## src/rtl/traffic_conflict_monitor.sv

```systemverilog
// Safety supervisor between the traffic light controller and the lamp drivers.
// It passes legal NS/EW one-hot light codes through with one cycle of latency.
// On a conflict, an illegal code, an illegal sequence or a short yellow it
// latches the first cause and flashes red on both directions. An operator
// clear, taken only while both inputs are red, starts a timed all-red
// recovery before passthrough resumes.
//
// Ports:
//   clk          system clock, all logic on posedge
//   rst          asynchronous active-high reset
//   ns_light_in  controller NS code (001 green, 010 yellow, 100 red)
//   ew_light_in  controller EW code, same encoding
//   fault_clr    operator fault clear, level-sampled each cycle
//   ns_lamp      registered NS lamp drive
//   ew_lamp      registered EW lamp drive
//   fault        high from fault entry until recovery completes
//   fault_code   first-fault cause (1 encoding, 2 conflict, 3 sequence, 4 short yellow)
module traffic_conflict_monitor #(
  parameter int unsigned        TIMER_W    = 16,
  parameter logic [TIMER_W-1:0] MIN_YELLOW = 16'd10000,
  parameter logic [TIMER_W-1:0] FLASH_HALF = 16'd25000,
  parameter logic [TIMER_W-1:0] ALL_RED    = 16'd5000
) (
  input  logic       clk,
  input  logic       rst,
  input  logic [2:0] ns_light_in,
  input  logic [2:0] ew_light_in,
  input  logic       fault_clr,
  output logic [2:0] ns_lamp,
  output logic [2:0] ew_lamp,
  output logic       fault,
  output logic [2:0] fault_code
);

  localparam logic [2:0] GRN  = 3'b001;
  localparam logic [2:0] YEL  = 3'b010;
  localparam logic [2:0] RED  = 3'b100;
  localparam logic [2:0] DARK = 3'b000;
  localparam logic [TIMER_W-1:0] ONE = TIMER_W'(1);

  typedef enum logic [1:0] {
    ST_NORMAL  = 2'd0,
    ST_FAULT   = 2'd1,
    ST_RECOVER = 2'd2
  } state_e;

  state_e             state_q, state_d;
  logic [2:0]         ns_lamp_q, ns_lamp_d;
  logic [2:0]         ew_lamp_q, ew_lamp_d;
  logic               fault_q, fault_d;
  logic [2:0]         fault_code_q, fault_code_d;
  logic [2:0]         ns_prev_q, ew_prev_q;
  logic [TIMER_W-1:0] ns_ycnt_q, ns_ycnt_d;
  logic [TIMER_W-1:0] ew_ycnt_q, ew_ycnt_d;
  logic [TIMER_W-1:0] flash_cnt_q, flash_cnt_d;
  logic               flash_on_q, flash_on_d;
  logic [TIMER_W-1:0] rec_cnt_q, rec_cnt_d;
  logic [2:0]         chk_code;

  function automatic logic legal_code(input logic [2:0] c);
    return (c == GRN) || (c == YEL) || (c == RED);
  endfunction

  function automatic logic bad_trans(input logic [2:0] prev, input logic [2:0] cur);
    return ((prev == GRN) && (cur == RED)) ||
           ((prev == RED) && (cur == YEL)) ||
           ((prev == YEL) && (cur == GRN));
  endfunction

  // Consecutive-yellow length: 1 on entry, saturating count while held.
  function automatic logic [TIMER_W-1:0] ycnt_next(input logic [TIMER_W-1:0] cnt,
                                                   input logic [2:0] prev,
                                                   input logic [2:0] cur);
    logic [TIMER_W-1:0] n;
    n = cnt;
    if (cur == YEL) begin
      if (prev != YEL)        n = ONE;
      else if (cnt != '1)     n = cnt + ONE;
    end
    return n;
  endfunction

  function automatic logic short_yel(input logic [TIMER_W-1:0] cnt,
                                     input logic [2:0] prev,
                                     input logic [2:0] cur);
    return (prev == YEL) && (cur == RED) && (cnt < MIN_YELLOW);
  endfunction

  // Safety checks, lowest code has priority.
  always_comb begin
    chk_code = 3'd0;
    if (!legal_code(ns_light_in) || !legal_code(ew_light_in)) begin
      chk_code = 3'd1;
    end else if ((ns_light_in != RED) && (ew_light_in != RED)) begin
      chk_code = 3'd2;
    end else if (bad_trans(ns_prev_q, ns_light_in) || bad_trans(ew_prev_q, ew_light_in)) begin
      chk_code = 3'd3;
    end else if (short_yel(ns_ycnt_q, ns_prev_q, ns_light_in) ||
                 short_yel(ew_ycnt_q, ew_prev_q, ew_light_in)) begin
      chk_code = 3'd4;
    end
  end

  always_comb begin
    ns_ycnt_d = ycnt_next(ns_ycnt_q, ns_prev_q, ns_light_in);
    ew_ycnt_d = ycnt_next(ew_ycnt_q, ew_prev_q, ew_light_in);
  end

  // Supervisor next-state and registered-output logic.
  always_comb begin
    state_d      = state_q;
    ns_lamp_d    = ns_lamp_q;
    ew_lamp_d    = ew_lamp_q;
    fault_d      = fault_q;
    fault_code_d = fault_code_q;
    flash_cnt_d  = flash_cnt_q;
    flash_on_d   = flash_on_q;
    rec_cnt_d    = rec_cnt_q;

    unique case (state_q)
      ST_NORMAL: begin
        if (chk_code != 3'd0) begin
          state_d      = ST_FAULT;
          fault_d      = 1'b1;
          fault_code_d = chk_code;
          flash_cnt_d  = '0;
          flash_on_d   = 1'b1;
          ns_lamp_d    = RED;
          ew_lamp_d    = RED;
        end else begin
          ns_lamp_d = ns_light_in;
          ew_lamp_d = ew_light_in;
        end
      end

      ST_FAULT: begin
        if (flash_cnt_q == FLASH_HALF - ONE) begin
          flash_cnt_d = '0;
          flash_on_d  = ~flash_on_q;
        end else begin
          flash_cnt_d = flash_cnt_q + ONE;
        end
        ns_lamp_d = flash_on_d ? RED : DARK;
        ew_lamp_d = flash_on_d ? RED : DARK;
        if (fault_clr && (ns_light_in == RED) && (ew_light_in == RED)) begin
          state_d   = ST_RECOVER;
          ns_lamp_d = RED;
          ew_lamp_d = RED;
          rec_cnt_d = '0;
        end
      end

      ST_RECOVER: begin
        ns_lamp_d = RED;
        ew_lamp_d = RED;
        rec_cnt_d = rec_cnt_q + ONE;
        if (chk_code != 3'd0) begin
          state_d      = ST_FAULT;
          fault_code_d = chk_code;
          flash_cnt_d  = '0;
          flash_on_d   = 1'b1;
        end else if (rec_cnt_q == ALL_RED - ONE) begin
          state_d      = ST_NORMAL;
          fault_d      = 1'b0;
          fault_code_d = 3'd0;
        end
      end

      default: begin
        state_d   = ST_NORMAL;
        ns_lamp_d = RED;
        ew_lamp_d = RED;
      end
    endcase
  end

  always_ff @(posedge clk or posedge rst) begin
    if (rst) begin
      state_q      <= ST_NORMAL;
      ns_lamp_q    <= RED;
      ew_lamp_q    <= RED;
      fault_q      <= 1'b0;
      fault_code_q <= 3'd0;
      ns_prev_q    <= RED;
      ew_prev_q    <= RED;
      ns_ycnt_q    <= '0;
      ew_ycnt_q    <= '0;
      flash_cnt_q  <= '0;
      flash_on_q   <= 1'b0;
      rec_cnt_q    <= '0;
    end else begin
      state_q      <= state_d;
      ns_lamp_q    <= ns_lamp_d;
      ew_lamp_q    <= ew_lamp_d;
      fault_q      <= fault_d;
      fault_code_q <= fault_code_d;
      ns_prev_q    <= ns_light_in;
      ew_prev_q    <= ew_light_in;
      ns_ycnt_q    <= ns_ycnt_d;
      ew_ycnt_q    <= ew_ycnt_d;
      flash_cnt_q  <= flash_cnt_d;
      flash_on_q   <= flash_on_d;
      rec_cnt_q    <= rec_cnt_d;
    end
  end

  assign ns_lamp    = ns_lamp_q;
  assign ew_lamp    = ew_lamp_q;
  assign fault      = fault_q;
  assign fault_code = fault_code_q;

endmodule

```

## config.mk

```make
export PLATFORM = sky130hd
export DESIGN_NAME = traffic_conflict_monitor
export DESIGN_NICKNAME = d
export VERILOG_FILES = /design/src/rtl/traffic_conflict_monitor.sv
export SDC_FILE = /design/constraint.sdc
export NUM_CORES = 1
export LEC_CHECK = 0
export ABC_AREA = 1
export CELL_PAD_IN_SITES_DETAIL_PLACEMENT = 0
export CELL_PAD_IN_SITES_GLOBAL_PLACEMENT = 1
export CORE_UTILIZATION = 30
export CTS_CLUSTER_DIAMETER = 60
export DETAILED_ROUTE_END_ITERATION = 8
export PLACE_DENSITY_LB_ADDON = 0.1
export SYNTH_ARGS = -nofsm -noshare
export SYNTH_HDL_FRONTEND = slang
export SYNTH_SLANG_ARGS = --single-unit
```

## constraint.sdc

```tcl
create_clock -name clk -period 8.1 [get_ports clk]
set_input_delay 1.62 -clock clk [delete_from_list [all_inputs] [get_ports clk]]
set_output_delay 1.62 -clock clk [all_outputs]
set_load 0.02 [all_outputs]
```

* Word-level counts from Yosys, hierarchy flattened
Index checks and enable logic that the tools add are counted.
** Storage, ports and cells
- Register bits after elaboration :: 83
- Input port bits :: 9
- Output and inout port bits :: 10
- Word-level logic and storage cells :: 123
** Cells by class
- Add/sub/neg operators :: 4
- $lt $le $gt $ge :: 2
- Equality and inequality tests :: 28
- Mux-type cells :: 35
- Bitwise logic cells :: 1
- Reductions and logical operators :: 41
** Operators by type and width (count)
- 16-bit two-way mux :: 7
- 16-bit by 1-bit adder with 16-bit output, second input constant :: 4
- 16-bit case mux with 2 select lines :: 2
- 3-bit two-way mux :: 11
- 16-bit by 14-bit less-than comparator with 1-bit output, second input constant :: 2
- 16-bit != test, second input constant :: 2
- 3-bit case mux with 2 select lines :: 3
- 16-bit by 13-bit == test with 1-bit output, second input constant :: 1
- 16-bit by 15-bit == test with 1-bit output, second input constant :: 1
- 1-bit logical AND :: 13
- 3-bit by 1-bit == test with 1-bit output, second input constant :: 4
- 3-bit by 2-bit == test with 1-bit output, second input constant :: 4
- 3-bit == test, second input constant :: 4
- 1-bit logical OR :: 11
- 2-bit nonzero test :: 5
- 3-bit != test, second input constant :: 3
- 2-bit two-way mux :: 4
- 2-bit != test, second input constant :: 4
- 2-bit AND reduction :: 4
- 3-bit by 2-bit != test with 1-bit output, second input constant :: 2
- 2-bit case mux with 3 select lines :: 1
- 3-bit AND reduction :: 2
- 1-bit two-way mux :: 5
- 1-bit case mux with 2 select lines :: 2
- other kinds (9) :: 10

* Depth between registers and ports, before layout
Gate-level depths: netlist of run 1.
- Word-level depth :: 11
- Depth in mapped cells :: 14

* Worst setup path before layout of run 1
Ideal clock, no wire load.
- Path type :: in2reg
- From :: input port ns_light_in[0]
- To :: register flash_cnt_q[4]
- Data arrival time :: 2.664 ns
- Slack :: 5.316 ns
- Cell stages on the path :: 12
- Buffers on the path :: 1
- Cell sequence :: inv_1 nand3_2 nor2_1 nor2_2 nand3_2 nor2_4 nand3_4 nand2_4 nand2_8 buf_6 nand2_2 o21ai_2
** Between the ends
- Cells in the longest elaborated chain, start to end :: 11
** RTL lines
- from (decl) :: line 26 : input logic [2:0] ns_light_in,
- 3-bit == test or 3-bit by 2-bit == test with 1-bit output (tied branches)
- 1-bit logical AND (on tied branches) :: line 86, 65, 66
- 1-bit logical AND or 1-bit logical OR (tied branches) :: line 86, 65
- 1-bit logical OR (on tied branches) :: line 98, 66
- 3-bit two-way mux or 1-bit logical OR (tied branches) :: line 98, 96
- 3-bit two-way mux :: line 96 : end else if (bad_trans(ns_prev_q, ns_light_in) || bad_trans(ew_prev_q, ew_light_in)) begin
- 3-bit two-way mux :: line 94 : end else if ((ns_light_in != RED) && (ew_light_in != RED)) begin
- 3-bit two-way mux (*) :: line 92 : if (!legal_code(ns_light_in) || !legal_code(ew_light_in)) begin
- 3-bit nonzero test (*) :: line 122, 157
- 2-bit by 1-bit != test with 1-bit output (no line) (*)
- 2-bit AND reduction (no line) (*)
- to (signal assigned) :: line 201 : flash_cnt_q <= flash_cnt_d;
- to (decl) :: line 55 : logic [TIMER_W-1:0] flash_cnt_q, flash_cnt_d;
Mark *: on every way between the ends. The rest lies on a longest branch, timed or not.
A chain may end at the register's enable or synchronous reset.

* Worst setup path after layout of run 1
- From :: input port ew_light_in[2]
- To :: register flash_cnt_q[14]
** Between the ends
- Cells in the longest elaborated chain, start to end :: 11
** RTL lines
- from (decl) :: line 27 : input logic [2:0] ew_light_in,
- 3-bit == test or 3-bit by 2-bit == test with 1-bit output (tied branches)
- 1-bit logical AND (on tied branches) :: line 86, 65, 66
- 1-bit logical AND or 1-bit logical OR (tied branches) :: line 86, 65
- 1-bit logical OR (on tied branches) :: line 98, 66
- 3-bit two-way mux or 1-bit logical OR (tied branches) :: line 98, 96
- 3-bit two-way mux :: line 96
- 3-bit two-way mux :: line 94
- 3-bit two-way mux (*) :: line 92
- 3-bit nonzero test (*) :: line 122, 157
- 2-bit by 1-bit != test with 1-bit output (no line) (*)
- 2-bit AND reduction (no line) (*)
Marks and branches as above.

==> impl_metrics.json, run 1 <==
{
  "place.gp.congestion": 0.784,
  "ys.flop_type": "dfrtp_1",
  "worst_min_delay_path_class": "flop to flop",
  "timing.critical_path.required_ns": 8.34,
  "sw_frac_of_total_pct": 34.8,
  "grt_max_degree": 83,
  "cts_sinks": 83,
  "filler_cell_count": 1760,
  "io_buffers": 18,
  "post-route-cell-area_um2": 5590,
  "synth_area_per_cell_um2": 7.55,
  "ys_async_sr_fraction_pct": 100,
  "cts.hold.buffers_added": 0,
  "ys_top_cells_by_area": "dfrtp_1 (40%), nand2_1 (11%), nor2_1 (7.1%)",
  "crit_path_cell_trace": "clkdlybuf4s50_1 > inv_2 > nand3_1 > nor2_1 > nor2_2 > nand3_2 > nor2_4 > nand3_4 > nand2_4 > nand2_8 > nand2_1 > o21ai_2",
  "final.setup_skew_ns": 0.00671,
  "cts.root.buffer_cell": "clkbuf_16",
  "synth.top_cell.area_share_pct": 40.3,
  "internal_power_uw": 832,
  "layout-drive-gt1-share_pct": 10.3,
  "max_cap_violations": 0,
  "start_util_pct": 30.8,
  "slowest_stage": "clkdlybuf4s50_1",
  "timing_hold_violations_final": 0,
  "clock_power_share_pct": 33.2,
  "setup_total_negative_slack_ns": 0,
  "finalSetupViolCount": 0,
  "transition_time_at_the_pin_with_the_least_slew_margin_ns": 1.08,
  "insertion_delay_ns": 0.35,
  "final-max-slew-violation-count": 0,
  "post_cts_resize_count": 0,
  "antenna_violating_nets_post_route": 0,
  "synth_edf_count": 0,
  "crit_fanout": 27,
  "drt_first_pass_iters": 4,
  "share_seq_of_total_power_pct": 41.3,
  "timing.critical_path.to_type": "flop",
  "timing.fmax_ghz": 0.305,
  "synth_top_area_cell": "dfrtp_1",
  "synth_sequential_area_ratio_pct": 42.4,
  "layout_min_cycle_time_ns": 3.28,
  "final_min_period_over_clock_period_pct": 40.4,
  "max-slew-margin-rel_pct": 27.9,
  "outcome": "complete, no violations",
  "start_kind": "input pin",
  "via_count": 4204,
  "routed_wire_length_per_instance_um": 13.7,
  "drc": 0,
  "p_per_area_nw_per_um2": 228,
  "post_synth_instance_area_um2": 4900,
  "grt_remaining_overflow": 0,
  "route.final.wire_length_um": 12200,
  "final_common_cell": "nand2_1",
  "comb_power_share_pct": 25.5,
  "synth-warning-count": 0,
  "rsz0062_at_grt": "false",
  "report.power.total_uw": 1280,
  "dp.final_hpwl_um": 8850,
  "dieWidth_um": 130,
  "clock_tree.buffer_depth": 2,
  "design.die.area_um2": 16900,
  "grt_pass1_vias": 4200,
  "total_switching_power_uw": 445,
  "via_per_inst": 4.71,
  "worst_ir_drop_vdd_uv": 132,
  "tritoncts.num_buffers": 9,
  "placement_rows": 46,
  "gate_count_after_technology_mapping": 650,
  "place_area_um2": 5300,
  "worstPathArrival_ns": 3.51,
  "synth.net_count": 663,
  "filler_free_cell_count_of_the_finished_design": 893,
  "cts_setup_buffers": 0,
  "nets": 685,
  "cts_htree_levels": 3,
  "layout.cells.most_common_list": "nand2_1 (146), nor2_1 (93), dfrtp_1 (79), inv_1 (68), nand3_1 (53)",
  "area_growth_syn_to_layout_pct": 14.0,
  "cts_tree": "done",
  "yosys.cell_types.count": 43,
  "dp.cells": 877,
  "crit_type": "input pin to flop",
  "top_level_ports": 19,
  "gr-usage-all-layers_pct": 16.3,
  "clkSlewWorstSetupHoldPaths_ns": 0.06,
  "core_area_um2": 15900,
  "antenna-diode-count": 0,
  "grt_pass1_wl_um": 21100,
  "grt_antenna_before_repair": 0,
  "die_h_um": 130,
  "drt_iter0_markers": 234,
  "worst_hold_slack_ns": 0.487,
  "critical-path-max-stage-delay_ns": 0.64,
  "yosys_register_bits": 83,
  "cellLeakagePower_uw": 0.00244
}
## flip-flops by register name, indices dropped and copies added, names as in the netlist
name and flops:
ew_lamp 3, ew_prev_q 3, ew_ycnt_q 16, fault 1
fault_code 3, flash_cnt_q 16, flash_on_q 1, ns_lamp 3
ns_prev_q 3, ns_ycnt_q 16, rec_cnt_q 16, state_q 2
## final cells by class
type                            count  area [µm²]  area share (%)
Tap cell                          216         270            4.83
Timing Repair Buffer               19         188            3.36
Sequential cell                    83        2080            37.2
Clock buffer                       12         246            4.41
Multi-Input combinational cell    479        2450            43.9
Inverter                           80         302            5.39
Clock inverter                      4        50.0           0.895
## cell usage after synthesis, drive strengths merged (2+ instances only)
cell	number
nor4	5
or2	3
nand3	62
ha	4
dfrtp	79
a21oi	16
inv	80
a31oi	3
nor3b	3
o21ai	44
and3	2
buf	6
nor2	99
nand2	154
mux2i	2
nand4	14
a22oi	2
dfstp	4
xor2	21
o31ai	7
clkbuf	2
nor3	33
## metrics by stage
stage          worst slack [ns]  utilization (%)
2_1_floorplan              4.35                -
3_3_place_gp               4.41             33.2
3_5_place_dp               4.40             33.2
4_1_cts                    4.76             35.1
5_1_grt                    4.63             35.1
6_report                   4.82             35.1
## power by group through the flow
stage	Sequential [µW]	Clock, µW	Combinational, µW
6_report	527	424	325
5_1_grt	538	459	372
4_1_cts	528	442	334
3_5_place_dp	535	0	332
3_3_place_gp	534	0	331
2_1_floorplan	534	0	247
## critical path, delay by kind of cell
| kind | cells | cell delay [ns] |
|---|---|---|
| simple gates | 9 | 1.12 |
| buf+inv | 2 | 0.70 |
| compound gates | 1 | 0.05 |
## final timing paths
path	slack [ns]	end	start	depth (start not counted)
setup / recovery	4.82	flash_cnt_q[14]$_DFFE_PP0P_	ew_light_in[2]	12
min in group asynchronous	1.42	ew_lamp[1]$_DFF_PP0_	rst	2
hold reg to reg	0.49	rec_cnt_q[15]$_DFFE_PP0P_	rec_cnt_q[15]$_DFFE_PP0P_	1
max in group asynchronous	5.45	ns_ycnt_q[4]$_DFFE_PP0P_	rst	3
hold / removal	0.49	rec_cnt_q[15]$_DFFE_PP0P_	rec_cnt_q[15]$_DFFE_PP0P_	1
setup reg to reg	5.93	ns_ycnt_q[3]$_DFFE_PP0P_	ns_ycnt_q[0]$_DFFE_PP0P_	9
## logic make-up after synthesis
logic type / after synthesis / share of synthesized area, %
multiplexers: 2 / 0.408
AND/OR/NAND/NOR: 375 / 35.2
buffers and inverters: 88 / 7.53
XOR/XNOR: 22 / 3.93
flip-flops: 83 / 42.4
adder cells (fa/ha/maj): 4 / 1.02
AO/OA/AOI/OAI: 76 / 9.46
## routing by layer
layer	share of wire (%)	track usage (%)	vias to the layer above
li1	-	-	2167
met1	49	21.0	1990
met2	48	27.1	34
met3	2.0	2.71	13
met4	1.5	6.43	0
met5	0	0	-
(Power assumes the default switching activity.)
==> run 2: changes to the inputs <==
clock period = 3.02 ns   (was 8.1 ns; I/O delays follow)
==> impl_metrics.json, run 2 (synthesis gave the netlist of run 1 again) <==
{
  "final.setup_skew_ns": 0.00777,
  "start_kind": "input pin",
  "timing_hold_violations_final": 0,
  "timing.critical_path.to_type": "flop",
  "cts_setup_buffers": 0,
  "core_area_um2": 15900,
  "cts_sinks": 83,
  "top_level_ports": 19,
  "area_growth_syn_to_layout_pct": 14.5,
  "crit_path_cell_trace": "clkdlybuf4s50_1 > inv_2 > nand3_2 > nor2_1 > nor2_2 > nand3_2 > nor2_4 > nand3_4 > nand2_4 > nand2_8 > nand2_1 > o21ai_2",
  "max_cap_violations": 0,
  "worst-r2r-cell-count": 9,
  "critical-path-max-stage-delay_ns": 0.60,
  "grt_remaining_overflow": 0,
  "tritoncts.num_buffers": 9,
  "timing.critical_path.required_ns": 3.25,
  "layout_min_cycle_time_ns": 2.24,
  "share_seq_of_total_power_pct": 41.9,
  "layout.cells.most_common_list": "nand2_1 (146), nor2_1 (93), dfrtp_1 (79), inv_1 (68), nand3_1 (53)",
  "grt_pass1_vias": 4111,
  "worst_r2r_endpoint": "ew_ycnt_q[7]$_DFFE_PP0P_",
  "dieWidth_um": 130,
  "cellLeakagePower_uw": 0.00245,
  "start_util_pct": 30.8,
  "sw_frac_of_total_pct": 36.6,
  "clock_power_share_pct": 32.0,
  "final_common_cell": "nand2_1",
  "final-max-slew-violation-count": 0,
  "clock_tree.buffer_depth": 2,
  "internal_power_uw": 2140,
  "outcome": "complete, no violations",
  "hold_start": "rec_cnt_q[15]$_DFFE_PP0P_",
  "area.sequential_um2": 2080,
  "multi_input_gate_area_in_the_final_layout_um2": 2450,
  "filler_cell_count": 1742,
  "dp.final_hpwl_um": 8920,
  "die_h_um": 130,
  "route.final.wire_length_um": 12200,
  "grt_max_degree": 40,
  "slowest_stage": "clkdlybuf4s50_1",
  "critical_path.reg2reg.startpoint": "ew_ycnt_q[1]$_DFFE_PP0P_",
  "crit_end": "flash_cnt_q[14]$_DFFE_PP0P_",
  "antenna-diode-count": 0,
  "cts.hold.buffers_added": 0,
  "comb_power_share_pct": 26.1,
  "antenna_violating_nets_post_route": 0,
  "nets": 688,
  "crit_type": "input pin to flop",
  "place.gp.congestion": 0.785,
  "transition_time_at_the_pin_with_the_least_slew_margin_ns": 0.700,
  "routed_wire_length_per_instance_um": 13.6,
  "total_switching_power_uw": 1240,
  "timing.fmax_ghz": 0.446,
  "post_cts_resize_count": 0,
  "hold_depth": 1,
  "design.die.area_um2": 16900,
  "final_min_period_over_clock_period_pct": 74.2,
  "p_per_area_nw_per_um2": 602,
  "placement_rows": 46,
  "clkSlewWorstSetupHoldPaths_ns": 0.07,
  "crit_start": "ns_light_in[2]",
  "cts_tree": "done",
  "finalSetupViolCount": 0,
  "drt_iter0_markers": 242,
  "worst_min_delay_path_class": "flop to flop",
  "drt_first_pass_iters": 4,
  "cts.root.buffer_cell": "clkbuf_16",
  "io_buffers": 18,
  "worst_ir_drop_vdd_uv": 353,
  "grt_antenna_before_repair": 0,
  "max-slew-margin-rel_pct": 53.3,
  "layout-drive-gt1-share_pct": 11.0,
  "worstPathArrival_ns": 2.48,
  "insertion_delay_ns": 0.35,
  "most_numerous_cell_on_the_critical_path": "nand3_2",
  "via_per_inst": 4.68,
  "crit_fanout": 27,
  "setup_total_negative_slack_ns": 0,
  "reg_to_reg_slack_setup_ns": 0.97,
  "drc": 0,
  "worst_hold_slack_ns": 0.500,
  "rsz0062_at_grt": "false",
  "via_count": 4190,
  "cts_htree_levels": 3,
  "gr-usage-all-layers_pct": 15.8,
  "grt_pass1_wl_um": 20600
}
==> run 2: cell types whose count changed in the layout (fill, tap and decap cells not counted), sizes merged <==
cell	previous run	this run
buf	1	4
bufinv	1	0
clkbuf	12	9
clkinv	2	3
inv	79	82
==> run 2: layout make-up <==
cell class	count	area share [%]
Inverter	80	5.37
Timing Repair Buffer	22	3.97
Tap cell	216	4.81
Multi-Input combinational cell	479	43.7
Sequential cell	83	37.1
Clock buffer	9	4.01
Clock inverter	7	1.09
==> run 2: worst min path at each step <==
stage	to	slack [ns]
3_3_place_gp	rec_cnt_q[12]$_DFFE_PP0P_	0.49
4_1_cts	rec_cnt_q[15]$_DFFE_PP0P_	0.51
6_report	rec_cnt_q[15]$_DFFE_PP0P_	0.50
2_1_floorplan	rec_cnt_q[15]$_DFFE_PP0P_	0.45
3_5_place_dp	rec_cnt_q[15]$_DFFE_PP0P_	0.50
5_1_grt	rec_cnt_q[15]$_DFFE_PP0P_	0.53
==> run 2: power groups by stage <==
stage	sequential [µW]	clock [µW]	combinational [µW]
3_3_place_gp	1430	0	898
6_report	1410	1080	883
3_5_place_dp	1430	0	901
4_1_cts	1410	1120	905
5_1_grt	1440	1180	1020
2_1_floorplan	1430	0	662
==> run 2: worst max-delay path, delay by kind of cell <==
family	cells	cell delay (ns)
buffers and inverters	2	0.67
AOI/OAI and AO/OA	1	0.05
and+or+nand+nor	9	1.12
==> run 2: metrics by stage <==
stage | instances | setup WS (ns) | total power [µW] | util, % | area [µm²]
final | 896 | 0.779 | 3380 | 35.2 | 5620
after global routing | 896 | 0.609 | 3630 | 35.2 | 5620
after CTS | 896 | 0.766 | 3440 | 35.2 | 5620
after detailed placement | 880 | 0.391 | 2330 | 33.4 | 5330
after global placement | 880 | 0.406 | 2330 | 33.4 | 5330
after floorplan | 650 | 0.286 | 2090 | - | 4900
==> run 2: per-layer routing <==
metal / GRT usage [%] / wire, µm / vias to the layer above
met5: 0 / 0 / -
met3: 3.85 / 266 / 2
met4: 4.31 / 53 / 0
met2: 26.0 / 5870 / 33
met1: 20.6 / 5960 / 1975
li1: - / - / 2180
